### src/rtl/pio_out_blink.sv
// -----------------------------------------------------------------------------
// pio_out_blink
//
// Parametrised Avalon-MM slave output PIO with atomic bit set/clear and an
// optional prescaled hardware blink engine that toggles masked output bits
// without CPU involvement. Drives board pins such as LED columns, LED rows
// and enables.
//
// Optional feature macro: PIO_OUT_BLINK_EN
//   defined   : MASK / PERIOD / CTRL registers, blink counter and phase exist,
//               out_port = DATA ^ (MASK & {PHASE}).
//   undefined : no counter or phase logic; addresses 1..3 read 0 and ignore
//               writes; out_port = DATA.
//
// Register map (word addresses):
//   0 DATA     RW
//   1 MASK     RW  blink mask
//   2 PERIOD   RW  PERIOD_WIDTH bits
//   3 CTRL     bit0 EN (RW), bit1 PHASE (RO)
//   4 OUTSET   WO  DATA |= wd, reads 0
//   5 OUTCLEAR WO  DATA &= ~wd, reads 0
//   6 OUT      RO  current out_port
//   7 reserved, reads 0, writes ignored
//
// Ports:
//   clk        in   system clock, rising-edge
//   reset      in   asynchronous active-high reset
//   address    in   [2:0]  word register select
//   chipselect in   slave select
//   write_n    in   active-low write strobe
//   writedata  in   [31:0] write data (truncated to register width)
//   readdata   out  [31:0] zero-wait-state read data, upper bits 0
//   out_port   out  [DATA_WIDTH-1:0] pin drive
// -----------------------------------------------------------------------------
module pio_out_blink #(
  parameter int          DATA_WIDTH   = 5,
  parameter int          PERIOD_WIDTH = 24,
  parameter logic [31:0] RESET_VALUE  = 32'h0000_0000
) (
  input  logic                  clk,
  input  logic                  reset,
  input  logic [2:0]            address,
  input  logic                  chipselect,
  input  logic                  write_n,
  input  logic [31:0]           writedata,
  output logic [31:0]           readdata,
  output logic [DATA_WIDTH-1:0] out_port
);

  localparam logic [DATA_WIDTH-1:0] DATA_INIT = RESET_VALUE[DATA_WIDTH-1:0];

  logic                  wr_s;
  logic [DATA_WIDTH-1:0] wd_data_s;
  logic [DATA_WIDTH-1:0] data_r;
  logic [DATA_WIDTH-1:0] data_nxt_s;
  logic [31:0]           rd_s;
  logic                  unused_wd_s;

  assign wr_s      = chipselect & ~write_n;
  assign wd_data_s = writedata[DATA_WIDTH-1:0];

  // Upper write-data bits beyond the register widths are intentionally dropped.
  assign unused_wd_s = ^writedata;

`ifdef PIO_OUT_BLINK_EN
  logic [DATA_WIDTH-1:0]   mask_r;
  logic [PERIOD_WIDTH-1:0] period_r;
  logic [PERIOD_WIDTH-1:0] count_r;
  logic                    en_r;
  logic                    phase_r;
  logic                    mask_wr_s;
  logic                    period_wr_s;
  logic                    ctrl_wr_s;

  assign mask_wr_s   = wr_s & (address == 3'd1);
  assign period_wr_s = wr_s & (address == 3'd2);
  assign ctrl_wr_s   = wr_s & (address == 3'd3);

  // Blink configuration registers: MASK, PERIOD and the EN bit.
  always_ff @(posedge clk or posedge reset) begin
    if (reset) begin
      mask_r   <= {DATA_WIDTH{1'b0}};
      period_r <= {PERIOD_WIDTH{1'b0}};
      en_r     <= 1'b0;
    end else begin
      if (mask_wr_s) begin
        mask_r <= wd_data_s;
      end
      if (period_wr_s) begin
        period_r <= writedata[PERIOD_WIDTH-1:0];
      end
      if (ctrl_wr_s) begin
        en_r <= writedata[0];
      end
    end
  end

  // Blink prescaler and phase. A disabling write, or an enabling write while
  // idle, restarts from count 0 / phase 0. Rewriting EN=1 while already
  // running falls through to normal counting. A PERIOD rewrite while running
  // restarts the count so a smaller period never wraps through 2^PERIOD_WIDTH.
  always_ff @(posedge clk or posedge reset) begin
    if (reset) begin
      count_r <= {PERIOD_WIDTH{1'b0}};
      phase_r <= 1'b0;
    end else if (ctrl_wr_s && (!writedata[0] || !en_r)) begin
      count_r <= {PERIOD_WIDTH{1'b0}};
      phase_r <= 1'b0;
    end else if (en_r) begin
      if (period_wr_s) begin
        count_r <= {PERIOD_WIDTH{1'b0}};
      end else if (count_r == period_r) begin
        count_r <= {PERIOD_WIDTH{1'b0}};
        phase_r <= ~phase_r;
      end else begin
        count_r <= count_r + PERIOD_WIDTH'(1'b1);
      end
    end else begin
      count_r <= {PERIOD_WIDTH{1'b0}};
      phase_r <= 1'b0;
    end
  end

  assign out_port = data_r ^ (mask_r & {DATA_WIDTH{phase_r}});
`else
  assign out_port = data_r;
`endif

  // Next DATA value: plain write, atomic set, or atomic clear.
  always_comb begin
    data_nxt_s = data_r;
    if (wr_s) begin
      case (address)
        3'd0:    data_nxt_s = wd_data_s;
        3'd4:    data_nxt_s = data_r | wd_data_s;
        3'd5:    data_nxt_s = data_r & ~wd_data_s;
        default: data_nxt_s = data_r;
      endcase
    end else begin
      data_nxt_s = data_r;
    end
  end

  // DATA register.
  always_ff @(posedge clk or posedge reset) begin
    if (reset) begin
      data_r <= DATA_INIT;
    end else begin
      data_r <= data_nxt_s;
    end
  end

  // Zero-wait-state read mux; deliberately ignores chipselect.
  always_comb begin
    rd_s = 32'd0;
    case (address)
      3'd0: rd_s[DATA_WIDTH-1:0] = data_r;
`ifdef PIO_OUT_BLINK_EN
      3'd1: rd_s[DATA_WIDTH-1:0] = mask_r;
      3'd2: rd_s[PERIOD_WIDTH-1:0] = period_r;
      3'd3: rd_s[1:0] = {phase_r, en_r};
`endif
      3'd6: rd_s[DATA_WIDTH-1:0] = out_port;
      default: rd_s = 32'd0;
    endcase
  end

  assign readdata = rd_s;

endmodule
### config.mk
export PLATFORM = sky130hd
export DESIGN_NAME = pio_out_blink
export DESIGN_NICKNAME = d
export VERILOG_FILES = /design/src/rtl/pio_out_blink.sv
export SDC_FILE = /design/constraint.sdc
export NUM_CORES = 1
export LEC_CHECK = 0
export ABC_AREA = 1
export CORE_AREA = 5 5 53 55
export CTS_BUF_LIST = sky130_fd_sc_hd__clkbuf_4 sky130_fd_sc_hd__clkbuf_8
export DETAILED_ROUTE_END_ITERATION = 10
export DIE_AREA = 0 0 58 60
export PLACE_DENSITY = 0.81
export REMOVE_ABC_BUFFERS = 1
export SETUP_SLACK_MARGIN = 0.02
export SLEW_MARGIN = 20
export SYNTH_ARGS = -nofsm -noshare
export SYNTH_HDL_FRONTEND = slang
export SYNTH_SLANG_ARGS = --single-unit
### constraint.sdc
create_clock -name clk -period 0.8 [get_ports clk]
set_input_delay 0.16 -clock clk [delete_from_list [all_inputs] [get_ports clk]]
set_output_delay 0.16 -clock clk [all_outputs]
set_load 0.03 [all_outputs]
==> impl_metrics.csv, run 1 <==
group,metric,value,unit
sta,skew,0,ns
logic_synthesis,synth_warnings,0,
sta,report.final.slew_viol_count,0,
detailed_routing,vias_per_cell,3.56,
detailed_routing,drc_errors,0,
global_route,grt_max_degree,6,
power_and_ir_drop,max-vdd-ir-drop,1150,uV
worst_setup_path,slowest_stage,"dfrtp_1",
logic_synthesis,avgSynthCellArea,6.51,um2
worst_setup_path,reg2reg_slack,-0.01,ns
flow_run,maxCapViolCount,0,
detailed_routing,routed-via-count,548,
power_and_ir_drop,power_density,1670,nW/um2
worst_setup_path,crit_path_end_kind,"output pin",
clocking,clock_sinks,5,
worst_setup_path,worstSetupStartpointType,"register",
sta,setup_violations,12,
sta,clock.fmax,0.929,GHz
detailed_routing,ant_nets,0,
layout,drive_above_1_share,39.5,%
outcome,outcome,"finished, violations left",
clocking,h-tree-depth,1,
power_and_ir_drop,seqPwrFrac,21.5,%
floorplanning,start_util,23.3,%
clocking,cts-buffers-inserted,3,
placement,place_ws,-0.653,ns
sta,rsz0062_at_grt,"true",
global_route,grt_pass1_wl,2280,um
worst_setup_path,crit_fanout,2,
power_and_ir_drop,p_sw,672,uW
worst_setup_path,crit_type,"reg2out",
detailed_routing,dr.pass1.iters,2,
clocking,tritoncts,"done",
worst_setup_path,cp.required,0.64,ns
logic_synthesis,syn_area,547,um2
worst_hold_path,hp-class,"in2async",
floorplanning,die_width,58,um
floorplanning,design.core.area,2340,um2
global_route,grt.total_usage,8.55,%
global_route,antenna_found_initial,0,
sta,timing.final.crit_share,135,%
detailed_routing,drt_first_iter_violations,2,
sta,setup_ws,-0.276,ns
placement,dpl.hpwl,1100,um
worst_setup_path,r2r-start,"out_port[0]",
placement,place_congestion,0.726,
worst_setup_path,r2r_cells,4,
worst_setup_path,timing.critical_path.from,"out_port[2]",
sta,min_period,1.08,ns
floorplanning,die_area,3480,um2
power_and_ir_drop,switching_share,42.9,%
logic_synthesis,synth_cells,84,
power_and_ir_drop,p_clk_share,21.3,%
clocking,cts_root_buffer,"clkbuf_4",
clocking,clockBufferDepth,2,
layout,area_growth,71.9,%
sta,hold_violations,0,
outcome,violations,"negative setup slack",
layout,nets,164,
worst_setup_path,max_stage_delay,0.35,ns
clocking,clk-insertion-delay-late,0.25,ns
logic_synthesis,synth_cell_types,12,
power_and_ir_drop,p_int,895,uW
detailed_routing,wire_per_inst,9.31,um
global_route,grt_pass1_vias,570,
floorplanning,chipHeight,60,um
layout,largest_reg_flops,5,
placement,portBuffers,21,
power_and_ir_drop,pwr-share-comb,57.2,%
worst_setup_path,critPathArrivalTime,0.92,ns
floorplanning,pin_count,76,
layout,n_antenna_cell,0,
floorplanning,rows,18,
global_route,grt-ovfl-total,0,
worst_setup_path,worstPathCellList,"inv_1 > nor2_1 > buf_4",
logic_synthesis,yosys_register_bits,5,
detailed_routing,wirelength,1430,um
power_and_ir_drop,power,1570,uW
clocking,path_clk_slew,0.04,ns
layout,final_common_cell,"conb_1",
power_and_ir_drop,p_leak,0.000562,uW
logic_synthesis,seq_area_frac_synth,22.9,%
layout,final_cell_mix,"27 x conb_1, 16 x buf_6, 13 x inv_1",
## synth_stat cells (all sizes together)
cell type	number	area [um2]
buf	27	203
conb	1	3.75
dfrtp	5	125
inv	15	56.3
nand2	17	66.3
nand3	10	50.1
nor2	7	28.8
o21ai	2	13.8
## through the flow
step / utilization, % / TNS (ns) / cell area, um2 / hold WS [ns] / instances
3_3_place_gp: 31.9 / -5.52 / 747 / 0.371 / 145
4_1_cts: 39.0 / -2.73 / 915 / 0.112 / 156
5_1_grt: 40.1 / -3.08 / 940 / 0.133 / 154
6_report: 40.1 / -2.56 / 940 / 0.112 / 154
3_5_place_dp: 31.9 / -5.59 / 747 / 0.376 / 145
2_1_floorplan: - / -1.79 / 442 / -0.0615 / 83
## final cells by class
cell class | count | area, um2
fill | 259 | 1400
inverter | 15 | 56.3
clock buffer | 4 | 30.0
multi-input combinational | 63 | 324
tap | 30 | 37.5
sequential | 5 | 125
timing repair buffer | 37 | 367
## routing by layer
layer | GRT usage [%] | wire length (um)
met5 | 0 | 0
met4 | 3.97 | 20
met3 | 2.38 | 128
met2 | 15.6 | 796
met1 | 9.03 | 488
## power groups by stage
stage	Combinational, uW	Sequential, uW	Clock (uW)
global placement	702	342	0
floorplan	323	434	0
detailed placement	710	340	0
global route	963	342	360
finish	897	337	333
CTS	876	334	343
## cells by family (layout without fill, tap and decap cells)
family	Yosys count	in the layout	share of synthesized area (%)
flops	5	5	22.9
compound gates	2	2	2.52
other cells	1	27	0.686
buf+inv	42	56	47.4
simple gates	34	34	26.5
## worst paths after layout
check	to
setup / recovery	readdata[2]
hold / removal	out_port[2]
setup reg to reg	out_port[0]
hold reg to reg	out_port[4]
max in group asynchronous	out_port[1]
min in group clk	out_port[4]
## repair_timing
item / in CTS / in global routing
hold buffers: 0 / 0
setup endpoints to repair: 15 / 15
pin swaps: 11 / 10
cloned: 0 / 0
buffers inserted: 9 / 2
gates resized for setup: 39 / 17
## worst max-delay path, delay by kind of cell (launching register included)
family                 cells  cell delay, ns
buffers and inverters      2            0.22
flip-flops                 1            0.35
AND/OR/NAND/NOR            1            0.10
Power figures use the tool's default switching activity.
==> inputs of run 2 (changes only) <==
--- a/config.mk
+++ b/config.mk
@@ -6,12 +6,12 @@
 export NUM_CORES = 1
 export LEC_CHECK = 0
 export ABC_AREA = 1
+export CAP_MARGIN = 20
 export CORE_AREA = 5 5 53 55
 export CTS_BUF_LIST = sky130_fd_sc_hd__clkbuf_4 sky130_fd_sc_hd__clkbuf_8
 export DETAILED_ROUTE_END_ITERATION = 10
 export DIE_AREA = 0 0 58 60
 export PLACE_DENSITY = 0.81
-export REMOVE_ABC_BUFFERS = 1
 export SETUP_SLACK_MARGIN = 0.02
 export SLEW_MARGIN = 20
 export SYNTH_ARGS = -nofsm -noshare
==> run 2 against run 1 <==
The run still ends with negative setup slack left. Non-clock buffer count is 9 lower. Sequential cell count stayed put. Cell area is 7.1% lower. Sequential power is 8.0% higher. Clock power hardly changed. Combinational power is 12% lower. Clock skew stayed put. Clock-buffer cell count stayed put. Critical path type unchanged. Critical endpoint is now readdata[3]. Highest routed layer unchanged.
==> impl_metrics.csv, run 2 (synthesis results as in run 1) <==
group,metric,value,unit
sta,setup_violations,10,
layout,final_common_cell,"conb_1",
worst_setup_path,crit_fanout,3,
clocking,path_clk_slew,0.04,ns
layout,fillers,262,
detailed_routing,routed-via-count,516,
sta,min_period,1.08,ns
outcome,outcome,"finished, violations left",
detailed_routing,wire_per_inst,8.87,um
detailed_routing,ant_nets,0,
outcome,violations,"negative setup slack",
global_route,grt_max_degree,7,
layout,nets,155,
sta,timing.final.crit_share,135,%
worst_setup_path,critPathArrivalTime,0.92,ns
placement,dpl.hpwl,1100,um
worst_setup_path,worstPathCellList,"inv_2 > nor2_4 > buf_6",
sta,skew,0,ns
global_route,antenna_found_initial,0,
detailed_routing,wirelength,1290,um
clocking,h-tree-depth,1,
detailed_routing,route.met3.wl,218,um
placement,place_congestion,0.765,
layout,final_cell_mix,"27 x conb_1, 16 x nand2_1, 11 x buf_6",
sta,clock.fmax,0.929,GHz
sta,hold_violations,0,
floorplanning,rows,18,
sta,rsz0062_at_grt,"true",
power_and_ir_drop,max-vdd-ir-drop,630,uV
global_route,grt_pass1_wl,1740,um
clocking,clk-insertion-delay-late,0.25,ns
clocking,clock_sinks,5,
clocking,ctsHoldBuffers,0,
flow_run,maxCapViolCount,0,
detailed_routing,vias_per_cell,3.56,
detailed_routing,dr_wl_met2,628,um
detailed_routing,dr.pass1.iters,4,
detailed_routing,top_layer_used,"met4",
global_route,grt.total_usage,6.84,%
floorplanning,design.core.area,2340,um2
floorplanning,start_util,23.3,%
floorplanning,die_width,58,um
power_and_ir_drop,p_leak,0.000499,uW
worst_hold_path,hp-class,"in2async",
sta,setup_ws,-0.277,ns
clocking,cts-buffers-inserted,3,
global_route,grt_pass1_vias,447,
layout,utilization,37.3,%
floorplanning,chipHeight,60,um
clocking,tritoncts,"done",
layout,largest_reg_flops,5,
worst_setup_path,cp.required,0.64,ns
clocking,cts_root_buffer,"clkbuf_4",
floorplanning,die_area,3480,um2
sta,whs,0.109,ns
global_route,grt-ovfl-total,0,
floorplanning,pin_count,76,
detailed_routing,drc_errors,0,
detailed_routing,wl_met1,390,um
layout,drive_above_1_share,40.9,%
layout,n_antenna_cell,0,
worst_setup_path,worstSetupStartpointType,"register",
clocking,clockBufferDepth,2,
sta,tns,-2.20,ns
layout,area_growth,59.7,%
worst_setup_path,crit_path_end_kind,"output pin",
worst_setup_path,slowest_stage,"dfrtp_2",
power_and_ir_drop,power_density,1700,nW/um2
detailed_routing,drt_first_iter_violations,3,
placement,portBuffers,21,
worst_setup_path,crit_type,"reg2out",
worst_setup_path,max_stage_delay,0.42,ns
sta,report.final.slew_viol_count,0,
-- run 2: cell types whose count changed in the layout (fill, tap and decap cells not counted), sizes merged --
| cell | delta |
|---|---|
| buf | -8 |
| clkdlybuf4s15 | -1 |
-- run 2: cell type report --
cell class,instances,area [um2],area share (%)
well taps,30,37.5,4.30
clock buffers,4,30.0,3.44
flip-flops and latches,5,131,15.0
repair buffers,28,284,32.5
multi-input cells,63,332,38.0
inverters,15,58.8,6.73
-- run 2: power by group --
part           switching [uW]  total (uW)  internal, uW  leakage, uW
logic                     508         786           279     0.000423
clock network             110         333           223    0.0000184
registers                52.8         364           311    0.0000570
-- run 2: through the flow --
stage               setup slack (ns)  power [uW]  instance area (um2)  std cells
global placement              -0.755        1070                  772        139
global route                  -0.306        1570                  873        145
finish                        -0.277        1480                  873        145
CTS                           -0.290        1510                  853        145
floorplan                    -0.0477         941                  714        110
detailed placement            -0.771        1080                  772        139
-- run 2: worst paths after layout --
check                        startpoint           to  slack (ns)  cells after the start
max in group asynchronous         reset  out_port[0]        0.51                      2
max                         out_port[3]  readdata[3]       -0.28                      3
min                               reset  out_port[1]        0.11                      2
max reg2reg                 out_port[4]  out_port[4]        0.04                      3
min in group clk           writedata[3]  out_port[3]        0.18                      3
min reg2reg                 out_port[3]  out_port[3]        0.52                      2
-- run 2: worst max-delay path, delay by kind of cell, from the launching register on --
family	cells	cell delay, ns
buffers and inverters	2	0.21
flip-flops	1	0.42
AND/OR/NAND/NOR	1	0.04
-- run 2: routing by layer --
layer / vias up / global-route usage (%)
li1: 258 / -
met1: 209 / 6.19
met2: 42 / 11.6
met3: 7 / 1.73
met4: 0 / 7.95
met5: - / 0
-- run 2: what timing repair did --
| action | 4_1_cts | 5_1_grt |
|---|---|---|
| endpoints found under the setup margin | 15 | 15 |
| buffers inserted | 3 | 0 |
| pin swaps | 11 | 9 |
| resized for setup | 30 | 7 |
